### src/rtl/ethernet_decapsulation.sv
// ethernet_decapsulation: GMII RX framer that strips preamble/header/pad, filters DA and flags errors.
// Optional CRC-32 FCS check is compiled in when ETH_RX_CRC_CHECK_EN is defined.
module ethernet_decapsulation #(
   parameter logic [47:0] LOCAL_MAC_ADDR = 48'h023528fbdd66,
   parameter int          MAX_PAYLOAD    = 1500,
   parameter int          MIN_PAYLOAD    = 46
) (
   input  logic        clk,
   input  logic        rst,
   input  logic [7:0]  gmii_rxd,
   input  logic        gmii_rx_dv,
   input  logic        gmii_rx_er,
   output logic [7:0]  m_data,
   output logic        m_valid,
   output logic        m_last,
   output logic [47:0] src_mac,
   output logic [15:0] frame_len,
   output logic        frame_done,
   output logic        frame_ok,
   output logic        err_crc,
   output logic        err_len,
   output logic        err_gmii,
   output logic        err_trunc
);
   typedef enum logic [3:0] {IDLE, PREAMBLE, DEST_MAC, SRC_MAC, LEN, PAYLOAD, PAD, FCS, WAIT_END, DROP} state_t;
   localparam logic [15:0] MAX_LEN = 16'(MAX_PAYLOAD);
   localparam logic [10:0] MIN_LEN = 11'(MIN_PAYLOAD);
   state_t      state;
   logic [10:0] cnt;
   logic [10:0] cnt_inc;
   logic [39:0] dst;
   logic [47:0] dst_rx;
   logic [15:0] len_rx;
   logic        dst_hit;
   logic        dst_ok;
   logic        in_frame;
   logic        sfd;
   assign cnt_inc  = (cnt == 11'h7ff) ? cnt : cnt + 11'd1;
   assign dst_rx   = {dst, gmii_rxd};
   assign dst_hit  = (dst_rx == LOCAL_MAC_ADDR) || (&dst_rx);
   assign len_rx   = {frame_len[15:8], gmii_rxd};
   assign sfd      = (state == PREAMBLE) && gmii_rx_dv && (gmii_rxd == 8'hd5);
   // states in which losing rx_dv means the frame was cut short
   assign in_frame = state inside {DEST_MAC, SRC_MAC, LEN, PAYLOAD, PAD, FCS};
`ifdef ETH_RX_CRC_CHECK_EN
   logic [31:0] crc;
   logic [31:0] crc_nx;
   always_comb begin
      crc_nx = crc ^ {24'd0, gmii_rxd};
      for (int i = 0; i < 8; i++) crc_nx = crc_nx[0] ? (crc_nx >> 1) ^ 32'hedb88320 : crc_nx >> 1;
   end
   // residue of a reflected CRC-32 run across its own FCS
   always_ff @(posedge clk) begin
      if (rst) begin
         crc     <= '1;
         err_crc <= 1'b0;
      end else begin
         crc     <= (state == PREAMBLE) ? '1 : (in_frame && gmii_rx_dv) ? crc_nx : crc;
         err_crc <= sfd ? 1'b0 : err_crc | ((state == FCS) && (cnt == 11'd3) && gmii_rx_dv && !gmii_rx_er && (crc_nx != 32'hdebb20e3));
      end
   end
`else
   assign err_crc = 1'b0;
`endif
   always_ff @(posedge clk) begin
      if (rst) begin
         state      <= IDLE;
         cnt        <= '0;
         dst        <= '0;
         dst_ok     <= 1'b0;
         m_data     <= '0;
         m_valid    <= 1'b0;
         m_last     <= 1'b0;
         src_mac    <= '0;
         frame_len  <= '0;
         frame_done <= 1'b0;
         frame_ok   <= 1'b0;
         err_len    <= 1'b0;
         err_gmii   <= 1'b0;
         err_trunc  <= 1'b0;
      end else begin
         m_valid    <= 1'b0;
         m_last     <= 1'b0;
         frame_done <= 1'b0;
         frame_ok   <= 1'b0;
         if (in_frame && !gmii_rx_dv) begin
            err_trunc  <= 1'b1;
            frame_done <= dst_ok;
            dst_ok     <= 1'b0;
            state      <= IDLE;
         end else if ((in_frame || state == WAIT_END) && gmii_rx_er) begin
            err_gmii <= 1'b1;
            state    <= DROP;
         end else begin
            case (state)
               IDLE: if (gmii_rx_dv && gmii_rxd == 8'h55) state <= PREAMBLE;
               PREAMBLE: begin
                  cnt   <= '0;
                  state <= !gmii_rx_dv ? IDLE : (gmii_rxd == 8'h55) ? PREAMBLE : (gmii_rxd == 8'hd5) ? DEST_MAC : DROP;
                  if (sfd) begin
                     err_len   <= 1'b0;
                     err_gmii  <= 1'b0;
                     err_trunc <= 1'b0;
                     dst_ok    <= 1'b0;
                  end
               end
               DEST_MAC: begin
                  dst <= dst_rx[39:0];
                  cnt <= (cnt == 11'd5) ? '0 : cnt_inc;
                  if (cnt == 11'd5) begin
                     dst_ok <= dst_hit;
                     state  <= dst_hit ? SRC_MAC : DROP;
                  end
               end
               SRC_MAC: begin
                  src_mac <= {src_mac[39:0], gmii_rxd};
                  cnt     <= (cnt == 11'd5) ? '0 : cnt_inc;
                  if (cnt == 11'd5) state <= LEN;
               end
               LEN: begin
                  if (cnt == 11'd0) begin
                     frame_len[15:8] <= gmii_rxd;
                     cnt             <= 11'd1;
                  end else begin
                     frame_len <= len_rx;
                     cnt       <= '0;
                     state     <= (len_rx == 16'd0 || len_rx > MAX_LEN) ? DROP : PAYLOAD;
                     if (len_rx == 16'd0 || len_rx > MAX_LEN) err_len <= 1'b1;
                  end
               end
               PAYLOAD: begin
                  m_valid <= 1'b1;
                  m_data  <= gmii_rxd;
                  m_last  <= cnt_inc == frame_len[10:0];
                  cnt     <= cnt_inc;
                  // short payloads keep counting through the pad up to the minimum size
                  if (cnt_inc == frame_len[10:0]) begin
                     state <= (cnt_inc < MIN_LEN) ? PAD : FCS;
                     cnt   <= (cnt_inc < MIN_LEN) ? cnt_inc : '0;
                  end
               end
               PAD: begin
                  cnt <= (cnt_inc == MIN_LEN) ? '0 : cnt_inc;
                  if (cnt_inc == MIN_LEN) state <= FCS;
               end
               FCS: begin
                  cnt <= (cnt == 11'd3) ? '0 : cnt_inc;
                  if (cnt == 11'd3) state <= WAIT_END;
               end
               WAIT_END: begin
                  if (!gmii_rx_dv) begin
                     frame_done <= 1'b1;
                     frame_ok   <= ~(err_crc | err_len | err_gmii | err_trunc);
                     dst_ok     <= 1'b0;
                     state      <= IDLE;
                  end else begin
                     err_len <= 1'b1;
                  end
               end
               DROP: begin
                  if (!gmii_rx_dv) begin
                     frame_done <= dst_ok;
                     dst_ok     <= 1'b0;
                     state      <= IDLE;
                  end
               end
               default: state <= IDLE;
            endcase
         end
      end
   end
endmodule

### config.mk
export PLATFORM = sky130hd
export DESIGN_NAME = ethernet_decapsulation
export DESIGN_NICKNAME = d
export VERILOG_FILES = /design/src/rtl/ethernet_decapsulation.sv
export SDC_FILE = /design/constraint.sdc
export NUM_CORES = 1
export LEC_CHECK = 0
export ABC_CLOCK_PERIOD_IN_PS = 6700
export BUFFER_PORTS_ARGS = -buffer_cell sky130_fd_sc_hd__buf_4
export CAP_MARGIN = 20
export CORE_UTILIZATION = 64
export CTS_BUF_LIST = sky130_fd_sc_hd__clkbuf_8
export DETAILED_ROUTE_END_ITERATION = 12
export PLACE_DENSITY = 0.95
export SETUP_SLACK_MARGIN = 0.15
export SLEW_MARGIN = 30
export SYNTH_ARGS = -nofsm -noshare
export SYNTH_HDL_FRONTEND = slang
export SYNTH_SLANG_ARGS = --single-unit
### constraint.sdc
create_clock -name clk -period 6.7 [get_ports clk]
set_input_delay 1.34 -clock clk [delete_from_list [all_inputs] [get_ports clk]]
set_output_delay 1.34 -clock clk [all_outputs]
set_load 0.02 [all_outputs]
### Word-level counts from Yosys, hierarchy flattened

Cells that the tools add are included.

* input port bits: 12
* output and inout bits: 80
* flip-flop bits (word level): 135
* word-level logic and storage cells: 145

* bitwise gates (word level): 8
* multiplexer cells: 42
* equality and inequality tests: 37
* add/sub/neg operators: 1
* order comparisons: 2
* reduce and logical (&&, ||, !) cells: 39

Operator list (count)
* 11-bit 2-to-1 mux: 6
* 11-bit one-hot mux with 6 select lines: 1
* 4-bit 2-to-1 mux: 14
* 48-bit by 42-bit == test with 1-bit output (second input constant): 1
* 48-bit AND reduction: 1
* 4-bit one-hot mux with 9 select lines: 1
* 3-bit AND reduction: 6
* 1-bit 2-to-1 mux: 17
* 4-bit by 3-bit == test with 1-bit output (second input constant): 4
* 16-bit by 11-bit greater-than comparator with 1-bit output (second input constant): 1
* 16-bit zero test: 1
* 8-bit AND reduction: 2
* 3-bit by 1-bit inequality test with 1-bit output (second input constant): 5
* 2-bit by 1-bit inequality test with 1-bit output (second input constant): 6
* 2-bit inequality test (second input constant): 6
* 6-bit nonzero test: 2
* 11-bit by 1-bit adder with 11-bit output (second input constant): 1
* 11-bit == test: 1
* 11-bit == test (second input constant): 1
* 11-bit by 2-bit == test with 1-bit output (second input constant): 1
* 11-bit by 3-bit == test with 1-bit output (second input constant): 1
* 11-bit by 6-bit == test with 1-bit output (second input constant): 1
* 11-bit zero test: 1
* 11-bit by 6-bit less-than comparator with 1-bit output (second input constant): 1
* other kinds (24): 47

### Longest topological paths before layout

* word-level depth: 7
* depth in mapped cells: 12
* depth with buffers taken out: 10

### Worst setup path after synthesis

OpenSTA, ideal clock, no wires.

* kind: input port to flip-flop
* start point: input gmii_rxd[0]
* end point: register state[0]
* library setup time: 74 ps
* arrival: 3099 ps
* cell stages on the path: 9
* buffers on the path: 1
* path slack: 3527 ps
* required time: 6626 ps
* cells stage by stage: clkbuf_1 > nand2_1 > nor3_1 > a311oi_1 > a21oi_1 > nor3_1 > or3b_4 > a2111o_1 > a31oi_1

* longest elaborated chain between the ends: 6
* elaborated cells between the ends (all ways): 10
* those cells by class: eq/ne: 3; mux: 5; reduce/logical: 2

RTL lines
* start, declared: RTL line 10 `input logic [7:0] gmii_rxd,`
* 8-bit == test: RTL line 99 `state <= !gmii_rx_dv ? IDLE : (gmii_rxd == 8'h55) ? PREAMBLE : (gmii_rxd == 8'hd5) ? DEST_MAC : DROP;`
* 4-bit 2-to-1 mux (3 in series): RTL line 99
* 4-bit one-hot mux with 9 select lines: RTL line 95 `case (state)`
* 4-bit 2-to-1 mux: RTL line 91 `end else if ((in_frame || state == WAIT_END) && gmii_rx_er) begin`
* end signal, assigned: RTL line 99
* end signal, assigned: RTL line 112 `state <= dst_hit ? SRC_MAC : DROP;`
* end signal, assigned: RTL line 127 `state <= (len_rx == 16'd0 || len_rx > MAX_LEN) ? DROP : PAYLOAD;`
* end, declared: RTL line 28 `state_t state;`

Parallel ways exist; a longest one is shown, timed or not.
A chain may end at the register's enable or synchronous reset.

### Worst setup path after layout

* start point: register cnt[0]
* end point: register cnt[5]

* longest elaborated chain between the ends: 6
* elaborated cells between the ends (all ways): 14
* those cells by class: add/sub: 1; order compare: 1; eq/ne: 5; mux: 7

RTL lines
* start, declared: RTL line 29 `logic [10:0] cnt;`
* start signal, assigned: RTL line 109 `cnt <= (cnt == 11'd5) ? '0 : cnt_inc;`
* start signal, assigned: RTL line 117 `cnt <= (cnt == 11'd5) ? '0 : cnt_inc;`
* start signal, assigned: RTL line 135 `cnt <= cnt_inc;`
* 11-bit by 1-bit adder with 11-bit output or 11-bit == test (tied branches): RTL line 38 `assign cnt_inc = (cnt == 11'h7ff) ? cnt : cnt + 11'd1;`
* 11-bit 2-to-1 mux: RTL line 38
* 11-bit by 6-bit less-than comparator with 1-bit output: RTL line 139 `cnt <= (cnt_inc < MIN_LEN) ? cnt_inc : '0;`
* 11-bit 2-to-1 mux: RTL line 139
* 11-bit 2-to-1 mux: RTL line 137 `if (cnt_inc == frame_len[10:0]) begin`
* 11-bit one-hot mux with 6 select lines (*): RTL line 95

Every way passes the cells marked *; elsewhere a longest branch is shown, timed or not.

==> results.cfg <==
[run_status]
status = complete, no violations

[place]
dp_hpwl_um = 11920
place_ws_ps = 3119
place.gp.congestion = 0.9932
placed_cell_area_um2 = 7122
numPortBuffers = 90

[clock_network]
cts_tree = built
cts_made_buffers = 17
root_buffer = clkbuf_8
clk_path_buf_depth = 2
numClockSinks = 135
clkTransAtPathRegs_ps = 80
cts-htree-levels = 4
postCtsHoldBufs = 0
clk_latency_ps = 450
cts_setup_buffers = 0
post_cts_resized = 0

[setup_path]
required_ps = 7010
startpoint_type = flip-flop
rr_worst_depth = 9
arrival_ps = 3900
rr_startpoint = cnt[0]
rrSetupSlack_ps = 3110
r2r-end = cnt[5]
end_kind = flip-flop
criticalPathCategory = flip-flop to flip-flop
cp_max_fo = 14

[yosys]
syn_inst = 866
synth_edf_count = 0
synth-simple-area-share = 0.2892
avgSynthCellArea_um2 = 7.559
synth_warnings = 0
ys_seq_area_frac = 0.4128
synth_fp_nets = 882
yosysUniqueCellTypes = 69
synth.area.mux_share = 0.03823
ys_seq_elements = 135
synth_top_family_by_area = simple AND/OR/NAND/NOR gates
synth-xor-area-share = 0.005352
syn_area_um2 = 6546
synthArstFlopShare = 0
ys.flop_type = dfxtp_1
synth-adder-area-share = 0.007645
synth-compound-area-share = 0.1911

[die]
die_w_um = 103.1
core_um2 = 9864
rows = 36
die_h_um = 103.1
design.die.area_um2 = 10640
start_util = 0.6636
io_pins = 92

[min_path]
hold_start = src_mac[43]
min_to = src_mac[43]
min_path_cells = 2
worstHoldPathType = flip-flop to flip-flop

[timing]
rsz0062_at_grt = no
hold_violations = 0
setup_tns_ps = 0
maxSlewHeadroom = 0.3789
finClkSkew_ps = 11.35
setup_ws_ps = 3108
final-setup-viol-count = 0
fin_crit_sh = 0.5361
worst_slew_pin_slew_ps = 928.2
drv_slew = 0
period_needed_ps = 3592
max_clock_freq_mhz = 278.4

[cells_and_area]
synthToLayoutAreaGrowth_pct = 15.12
fin_area_um2 = 7536
fin_util = 0.7640
diodes = 0
nets = 923
drive_above_1_share = 0.1534

[drt]
drtAntennaViolNets = 0
drtPass1Iterations = 6
wl_um = 18100
wl_per_cell_um = 17.20
viasPerCell = 6.267
drc_errors = 0
routed-via-count = 6593
drt_iter0_drc = 661

[power_and_ir_drop]
power_density_nw_per_um2 = 215.3
leakage_nw = 2.695
vdd_ir_drop_max_v = 0.0001681

[global_route]
antenna_found_initial = 0
grt_max_degree = 92
grt_pass1_vias = 5786
grt-ovfl-total = 0
grt_pass1_wl_um = 28480
grt_use_total = 0.3479

[flow_run]
max-cap-violations = 0
==> registers in the layout, indices dropped and copies added (netlist names), 4 cells and up <==
name       flops
src_mac       48
dst           40
cnt           11
frame_len     16
m_data         8
state          4
==> power breakdown <==
group,internal (mW),switching (mW)
Combinational,0.0360,0.0659
Sequential,0.805,0.0124
Clock,0.385,0.318
==> layout by cell type (no fill, tap or decap), types with 5 or more instances in the layout <==
cell / n
a31oi_1: 8
nor4_1: 16
clkbuf_8: 19
nand2_1: 207
nor2b_1: 5
buf_4: 94
mux2i_1: 25
nor2_1: 68
nor3_1: 25
nand3_1: 24
a21oi_1: 112
dfxtp_1: 135
inv_1: 16
and4_1: 7
nand4_1: 20
o211ai_1: 7
and3_1: 9
o21ai_0: 15
a211oi_1: 8
==> routing by layer <==
metal	track usage	up-vias	routed length, um
met2	0.5533	352	8579
met3	0.07593	54	1605
met1	0.4500	3059	7405
met4	0.1658	0	507
li1	-	3128	-
met5	0	-	0
==> cell type report <==
| class | count | area [um^2] |
|---|---|---|
| Timing Repair Buffer | 94 | 705.7 |
| Sequential cell | 135 | 2703 |
| Inverter | 15 | 56.30 |
| Fill cell | 735 | 2328 |
| Tap cell | 133 | 166.4 |
| Clock inverter | 12 | 152.6 |
| Multi-Input combinational cell | 644 | 3491 |
| Clock buffer | 19 | 261.5 |
==> worst max-delay path by stage <==
stage	from	end	slack [ps]	cells after the start
6_report	cnt[0]	cnt[5]	3110	9
5_1_grt	cnt[0]	cnt[5]	2890	9
4_1_cts	cnt[0]	cnt[5]	3230	9
3_5_place_dp	gmii_rx_er	src_mac[9]	3120	6
3_3_place_gp	gmii_rx_dv	cnt[5]	3180	7
2_1_floorplan	gmii_rxd[0]	state[0]	3530	9
==> cells by family (layout without fill, tap and decap cells) <==
logic type | after synthesis | after routing
and+or+nand+nor | 412 | 412
adders and majority gates | 4 | 4
buffers and inverters | 87 | 140
muxes | 25 | 25
AOI/OAI and AO/OA | 198 | 198
xor gates and xnor gates | 4 | 4
other | 1 | 1
DFF | 135 | 135
==> cell usage after synthesis (5+ instances only) <==
cell type | number | area [um^2]
nand2_1 | 207 | 777.0
dfxtp_1 | 135 | 2703
a21oi_1 | 112 | 560.5
nor2_1 | 69 | 259.0
clkbuf_1 | 50 | 187.7
mux2i_1 | 25 | 250.2
nand3_1 | 25 | 125.1
nor3_1 | 25 | 125.1
nand4_1 | 20 | 125.1
nor4_1 | 16 | 100.1
inv_1 | 15 | 56.30
o21ai_0 | 15 | 75.07
buf_2 | 12 | 60.06
and3_1 | 9 | 56.30
a211oi_1 | 8 | 60.06
a31oi_1 | 8 | 50.05
and4_1 | 7 | 61.31
o211ai_1 | 7 | 52.55
buf_1 | 5 | 18.77
buf_4 | 5 | 37.54
nor2b_1 | 5 | 31.28
==> per-stage QoR <==
| step | std cells | power (mW) | hold slack [ps] |
|---|---|---|---|
| 2_1_floorplan | 866 | 0.9066 | 436.2 |
| 6_report | 1052 | 1.622 | 456.9 |
| 5_1_grt | 1052 | 1.660 | 485.9 |
| 3_3_place_gp | 1021 | 0.9322 | 442.3 |
| 3_5_place_dp | 1021 | 0.9328 | 446.9 |
| 4_1_cts | 1052 | 1.618 | 456.5 |
==> critical path, stage by stage (launching register included) <==
cell      delay [ps]
dfxtp_1          490
ha_1             410
and4_1           390
a211oi_1         220
a221oi_1         280
o21ai_0          130
a2111o_1         330
nand3b_1         500
a22oi_1          560
o32ai_1          140
(Power assumes the default switching activity.)
